--- config.mk ---
export PLATFORM = sky130hd
export DESIGN_NAME = alu_rr_scheduler
export DESIGN_NICKNAME = d
export VERILOG_FILES = /design/src/rtl/alu_rr_scheduler.sv
export SDC_FILE = /design/constraint.sdc
export NUM_CORES = 1
export LEC_CHECK = 0
export CORE_MARGIN = 2
export CORE_UTILIZATION = 46
export CTS_BUF_LIST = sky130_fd_sc_hd__clkbuf_8
export CTS_CLUSTER_SIZE = 14
export DETAILED_ROUTE_END_ITERATION = 12
export PLACE_DENSITY = 0.87
export SETUP_SLACK_MARGIN = 0.2
export SLEW_MARGIN = 40
export SYNTH_ARGS = -nofsm -noshare
export SYNTH_HDL_FRONTEND = slang
export SYNTH_SLANG_ARGS = --single-unit
--- constraint.sdc ---
create_clock -name clk -period 2.4 [get_ports clk]
set_input_delay 0.36 -clock clk [delete_from_list [all_inputs] [get_ports clk]]
set_output_delay 0.36 -clock clk [all_outputs]
set_load 0.01 [all_outputs]
--- src/rtl/alu_rr_scheduler.sv ---
// Round-robin scheduler sharing one external combinational ALU between two requesters.
// Optional grant statistics outputs are enabled by defining ALU_SCHED_STATS_EN.
module alu_rr_scheduler #(
    parameter int DATA_W      = 4,
    parameter int RES_W       = 8,  // must equal 2*DATA_W
    parameter int HOLD_CYCLES = 1   // legal range 1..15
) (
    input  logic                  clk,
    input  logic                  rst_n,
    input  logic [1:0]            req_valid,
    output logic [1:0]            req_ready,
    input  logic [2*DATA_W-1:0]   req_a,
    input  logic [2*DATA_W-1:0]   req_b,
    input  logic [3:0]            req_op,
    output logic [DATA_W-1:0]     alu_a,
    output logic [DATA_W-1:0]     alu_b,
    output logic [1:0]            alu_s,
    input  logic [RES_W-1:0]      alu_y,
    output logic                  rsp_valid,
    input  logic                  rsp_ready,
    output logic [RES_W-1:0]      rsp_data,
    output logic                  rsp_id,
`ifdef ALU_SCHED_STATS_EN
    output logic [15:0]           grant_cnt0,
    output logic [15:0]           grant_cnt1,
`endif
    output logic [1:0]            state_dbg
);

    // Handshakes: a request transfers on a cycle where req_valid[i] && req_ready[i];
    // a response transfers on a cycle where rsp_valid && rsp_ready. Requesters hold
    // valid and operands stable until they see ready.

    typedef enum logic [1:0] {
        S_IDLE = 2'd0,
        S_EXEC = 2'd1,
        S_RESP = 2'd2
    } state_t;

    localparam logic [3:0] HOLD_LAST = 4'(HOLD_CYCLES - 1);

    state_t              state;
    state_t              state_nxt;
    logic                last;
    logic [3:0]          hold_cnt;
    logic                grant_vld;
    logic                grant_id;
    logic                accept;
    logic                hold_done;
    logic [DATA_W-1:0]   sel_a;
    logic [DATA_W-1:0]   sel_b;
    logic [1:0]          sel_op;

    // With both requesters valid the one not served last wins; reset sets last=1.
    always_comb begin
        grant_vld = |req_valid;
        grant_id  = (req_valid == 2'b11) ? ~last : req_valid[1];
        accept    = (state == S_IDLE) && grant_vld;
        hold_done = (hold_cnt == HOLD_LAST);
        sel_a     = grant_id ? req_a[2*DATA_W-1:DATA_W] : req_a[DATA_W-1:0];
        sel_b     = grant_id ? req_b[2*DATA_W-1:DATA_W] : req_b[DATA_W-1:0];
        sel_op    = grant_id ? req_op[3:2] : req_op[1:0];
    end

    always_comb begin
        state_nxt = state;
        req_ready = 2'b00;
        case (state)
            S_IDLE: begin
                if (grant_vld) begin
                    state_nxt = S_EXEC;
                    // rst_n gating keeps the pulse low while reset is asserted
                    req_ready[grant_id] = rst_n;
                end
            end
            S_EXEC: begin
                if (hold_done) begin
                    state_nxt = S_RESP;
                end
            end
            S_RESP: begin
                if (rsp_ready) begin
                    state_nxt = S_IDLE;
                end
            end
            default: state_nxt = S_IDLE;
        endcase
    end

    always_ff @(posedge clk or negedge rst_n) begin
        if (!rst_n) begin
            state <= S_IDLE;
        end else begin
            state <= state_nxt;
        end
    end

    always_ff @(posedge clk or negedge rst_n) begin
        if (!rst_n) begin
            last      <= 1'b1;
            hold_cnt  <= 4'd0;
            alu_a     <= '0;
            alu_b     <= '0;
            alu_s     <= 2'b00;
            rsp_id    <= 1'b0;
            rsp_data  <= '0;
            rsp_valid <= 1'b0;
        end else begin
            if (accept) begin
                alu_a    <= sel_a;
                alu_b    <= sel_b;
                alu_s    <= sel_op;
                rsp_id   <= grant_id;
                last     <= grant_id;
                hold_cnt <= 4'd0;
            end
            if (state == S_EXEC) begin
                if (hold_done) begin
                    hold_cnt  <= 4'd0;
                    rsp_data  <= alu_y;
                    rsp_valid <= 1'b1;
                end else begin
                    hold_cnt <= hold_cnt + 4'd1;
                end
            end
            if ((state == S_RESP) && rsp_ready) begin
                rsp_valid <= 1'b0;
            end
        end
    end

`ifdef ALU_SCHED_STATS_EN
    always_ff @(posedge clk or negedge rst_n) begin
        if (!rst_n) begin
            grant_cnt0 <= 16'd0;
            grant_cnt1 <= 16'd0;
        end else if (accept) begin
            if (!grant_id && (grant_cnt0 != 16'hFFFF)) begin
                grant_cnt0 <= grant_cnt0 + 16'd1;
            end
            if (grant_id && (grant_cnt1 != 16'hFFFF)) begin
                grant_cnt1 <= grant_cnt1 + 16'd1;
            end
        end
    end
`endif

    assign state_dbg = state;

endmodule

# Word level (Yosys, flattened, before mapping)
# Cells that the tools add are included.
[word_totals] register_bits=27 latchBits=0 ram_bits=0 romBits=0 in_bits=33 wordCells=50 mem_count=0
[op_classes] addsub=1 multipliers=0 div_mod_pow=0 n_lt_le_gt_ge=2 n_eq_ne=6 shifts=0 mux=18 bitwise_logic=2 reduce_logical=12
[op_table] cell="$mux W4" n=5
[op_table] cell="$mux W2" n=6
[op_table] cell="$ne A2 B2 Y1 const B" n=3
[op_table] cell="$pmux W2 S3" n=1
[op_table] cell="$reduce_bool A2 Y1" n=3
[op_table] cell="$mux W1" n=5
[op_table] cell="$add A4 B1 Y4 const B" n=1
[op_table] cell="$eq A2 B2 Y1 const B" n=2
[op_table] cell="$logic_not A4 Y1" n=1
[op_table] cell="$reduce_and A2 Y1" n=2
[op_table] cell="$logic_and A1 B1 Y1" n=3
[op_table] cell="$reduce_and A3 Y1" n=1
[op_table] cell="$and A2 B2 Y2" n=1
[op_table] cell="$eq A2 B1 Y1 const B" n=1
[op_table] cell="$logic_not A2 Y1" n=1
[op_table] cell="$lt A1 B2 Y1 const B" n=1
[op_table] cell="$reduce_or A2 Y1" n=1
[op_table] cell="$demux W1 S1" n=1
[op_table] cell="$ge A1 B1 Y1 const B" n=1
[op_table] cell="$not A1 Y1" n=1

# Depth between registers and ports, before layout
[depth] ltp_word=9 depth_mapped=5 depth_no_buf=4

# Least setup slack after synthesis
# Ideal clock, no wire load.
[synth_path] kind="register to output" startpoint="register state[1], in the netlist state_dbg[1]" endpoint="output req_ready[0]" arrival_time_ns=1.277 required_ns=2.040 slack_ns=0.763 stages_incl_launch_ff=5 path_buffers=1 cell_sequence="dfrtp_1 nor2_1 o21a_1 buf_4 and3_2"
[synth_via] elab_chain_cells=2
[synth_lines] item="start: declaration" line_no="42" text="state_t state;"
[synth_lines] item="start signal: assignment" line_no="94" text="state <= state_nxt;"
[synth_lines] item="$logic_not A2 Y1" line_no="68" text="case (state)"
[synth_lines] item="$mux W2" line_no="68"
[synth_lines] item="end: declaration" line_no="11" text="output logic [1:0] req_ready,"
# No other way between the ends.

# Final worst setup path
[layout_path] startpoint="input req_valid[1]" endpoint="output req_ready[0]"
[layout_via] elab_chain_cells=9 word_cells_on_any_way=11 cone_classes="2 x order compare; 1 x eq/ne; 5 x mux; 1 x bitwise; 2 x reduce/logical"
[layout_lines] item="start: declaration" line_no="10" text="input logic [1:0] req_valid,"
[layout_lines] item="$eq A2 B2 Y1" line_no="57" text="grant_id = (req_valid == 2'b11) ? ~last : req_valid[1];"
[layout_lines] item="$mux W1" line_no="57"
[layout_lines] item="$lt A1 B2 Y1 (implied by the code) or $ge A1 B1 Y1 (tied branches)" line_no="73" text="req_ready[grant_id] = rst_n;"
[layout_lines] item="$logic_and A1 B1 Y1 (implied by the code)" line_no="73"
[layout_lines] item="$mux W1 (implied by the code)" line_no="73"
[layout_lines] item="$demux W1 S1" line_no="73"
[layout_lines] item="$and A2 B2 Y2 (no source line)"
[layout_lines] item="$mux W2 *" line_no="70" text="if (grant_vld) begin"
[layout_lines] item="$mux W2 *" line_no="68"
# Every way passes the cells marked *; elsewhere a longest branch is shown, timed or not.

==> qor.yml <==
detailed_routing:
  wl_um: 2890
  via_per_inst: 5.24
  vias: 986
  drtIter0Drc: 8
  drtPass1Iterations: 4
  postRouteAntennaNets: 0
  wl_per_cell_um: 15.3
  remaining_drc_errors: 0
timing:
  slew_violations: 0
  hold_violations: 0
  fin_worst_skew_ns: 0.0121
  period_needed_ns: 2.11
  setup_ws_ns: 0.289
  fin_crit_sh_pct: 88.0
  max_slew_margin_pct: 65.2
  fmax_mhz: 474
  worst_pin_slew_ns: 0.521
  rsz0062_at_grt: "no"
  setup_viol: 0
cells_and_area:
  postLayoutCellArea_sq_um: 1980
  num_antenna_cells: 0
  nNetsFinal: 193
  syn_to_final_growth_pct: 51.6
  final_cell_mix: "54 x clkdlybuf4s50_1, 26 x dfrtp_1, 16 x mux2_4"
  drive_gt1_share_pct: 28.0
  final_cells: 188
  final_common_cell: "clkdlybuf4s50_1"
synthesis:
  synth-simple-area-share_pct: 7.38
  synth.mux.area_fraction_pct: 28.8
  yosysWarnings: 0
  avgSynthCellArea_sq_um: 13.9
  synthAdderAreaFrac_pct: 1.92
  synth_compound_area_share_pct: 6.71
  syn_inst: 94
  yosys.area.top_type: "dfrtp_1"
  synth_cell_type_count: 30
  yosys-top-cells-area: "dfrtp_1 50%, mux2_4 18%, mux2_2 10%, dfstp_2 2.0%, ha_1 1.9%"
  yosysSeqAreaShare_pct: 51.9
  ys_seq_elements: 27
  synth_top_family_by_area: "multiplexers"
  syn_nets: 129
  synth_xor_area_share_pct: 0.671
  yosys.area.top_type_share_pct: 49.9
  synth_area_sq_um: 1310
power:
  clock_power_share_pct: 11.8
  p_switching_mw: 0.737
  vdd_drop_max_v: 0.000773
  p_int_mw: 1.54
  swShare_pct: 32.3
  powerDensity_nw_per_um2: 1150
  combPwrFrac_pct: 52.6
  p_leak_nw: 0.888
  seqPwrFrac_pct: 35.6
  power_mw: 2.28
clocking:
  cts.sinks: 27
  post_cts_buffers: 0
  tritoncts: "built"
  postCtsHoldBufs: 0
  clock_latency_ns: 0.28
  h-tree-depth: 1
  numCtsBuffers: 3
  ctsRootBufferMaster: "clkbuf_8"
  cts_buffer_depth: 2
  cts_repair_resize_count: 3
  path_clk_slew_ns: 0.10
worst_setup_path:
  cp-end-kind: "primary output"
  critical_path_buf_inv_count: 3
  crit_family: "buffers and inverters"
  r2r-start: "state_dbg[1]$_DFFE_PN0P_"
  required_ns: 2.04
  path_cells: "clkdlybuf4s50_1 > a21bo_4 > buf_4 > and3_2 > dlygate4sd2_1"
  worstSetupPathType: "primary input to primary output"
  reg2regPathDepth: 4
  slowest_delay_ns: 0.52
  cp_max_fo: 4
  r2r-end: "rsp_data[5]$_DFFE_PN0P_"
  start_kind: "primary input"
  ff2ff_setup_slack_ns: 0.69
  cp.arrival_ns: 1.75
  crit_slowest_cell: "clkdlybuf4s50_1"
die:
  die_w_um: 57.3
  die_y_um: 57.3
  ios: 57
  floorplan.rows: 19
  core_sq_um: 2730
  initial_core_util_pct: 47.7
  die_area_sq_um: 3280
place:
  dp.cells: 184
  hpwlAfterDp_um: 2380
  placement.io_buffers: 56
  routabilityCongestion: 0.774
  dpl-instance-area_sq_um: 1930
  dp_slack_ns: -0.0235
global_routing:
  top_usage_layer: "met2"
  use_met3_pct: 6.58
  grt_usage_pct: 19.2
  antenna_found_initial: 0
  grt_pass1_vias: 1053
  grt_pass1_wl_um: 4840
  globalRoute.totalOverflow: 0
  use_met2_pct: 33.5
  grtUsageMet1_pct: 22.3
  grt_max_degree: 22
job:
  drv_cap: 0
run_status:
  status: "finished clean"
hold_path:
  hold_class: "primary input to async pin"
how the worst max path moves through the flow:
stage / slack [ns] / from / cells past startpoint / end
floorplan: 0.76 / state_dbg[1]$_DFFE_PN0P_ / 4 / req_ready[0]
global placement: 0.07 / req_valid[1] / 5 / req_ready[1]
detailed placement: -0.02 / req_valid[1] / 5 / req_ready[1]
CTS: 0.28 / req_valid[1] / 5 / req_ready[0]
global route: 0.23 / req_valid[1] / 5 / req_ready[0]
finish: 0.29 / req_valid[1] / 5 / req_ready[0]
cells by family (layout without fill, tap and decap cells):
logic type	Yosys count	in the layout
muxes	28	28
DFF	27	27
and+or+nand+nor	18	18
AOI/OAI and AO/OA	12	12
buffers and inverters	6	69
adders and majority gates	2	2
xor gates and xnor gates	1	1
power groups by stage:
stage	registers, mW	clock network (mW)	logic, mW
after floorplan	0.890	0	0.558
after global placement	0.808	0	1.17
after detailed placement	0.814	0	1.21
after CTS	0.813	0.275	1.21
after global routing	0.841	0.293	1.27
final	0.812	0.268	1.20
stage by stage:
step | utilization [%] | hold WS (ns) | TNS (ns)
detailed placement | 70.4 | 0.488 | -0.0235
floorplan | - | 0.0644 | 0
CTS | 72.4 | 0.458 | 0
finish | 72.4 | 0.451 | 0
global route | 72.4 | 0.455 | 0
global placement | 70.4 | 0.471 | 0
flip-flops by register name, indices dropped and copies added (netlist names), 2 cells and up:
| register | count |
|---|---|
| state_dbg | 2 |
| alu_s | 2 |
| rsp_data | 8 |
| alu_b | 4 |
| alu_a | 4 |
| hold_cnt | 4 |
synth_stat cells:
library cell / instances
mux2_2: 12
nor2_1: 2
and3_2: 1
dfrtp_1: 26
dfstp_2: 1
mux2_4: 16
o21a_1: 1
inv_1: 3
o31ai_1: 1
a21o_1: 2
nor3_1: 2
or2_2: 1
buf_4: 1
nand3b_1: 1
a31oi_1: 1
xnor2_1: 1
a21oi_1: 1
and2b_1: 1
o21ai_0: 3
buf_6: 1
a31o_2: 1
ha_1: 2
and3_1: 1
nand2_1: 4
nand3_1: 2
o22ai_1: 1
buf_2: 1
and2_1: 1
nand2b_1: 2
a21bo_4: 1
layout make-up:
cell class / count / area (sq um)
Sequential cell: 27 / 677
Fill cell: 163 / 756
Clock inverter: 1 / 8.76
Timing Repair Buffer: 62 / 603
Inverter: 3 / 11.3
Tap cell: 31 / 38.8
Multi-Input combinational cell: 61 / 598
Clock buffer: 3 / 41.3
per-layer routing:
layer	up-vias	part of all wire, %
met5	-	0
met4	0	2.3
met3	6	6.0
met2	39	53
met1	485	39
li1	456	-
No activity file was read; power rests on OpenSTA's default activity.
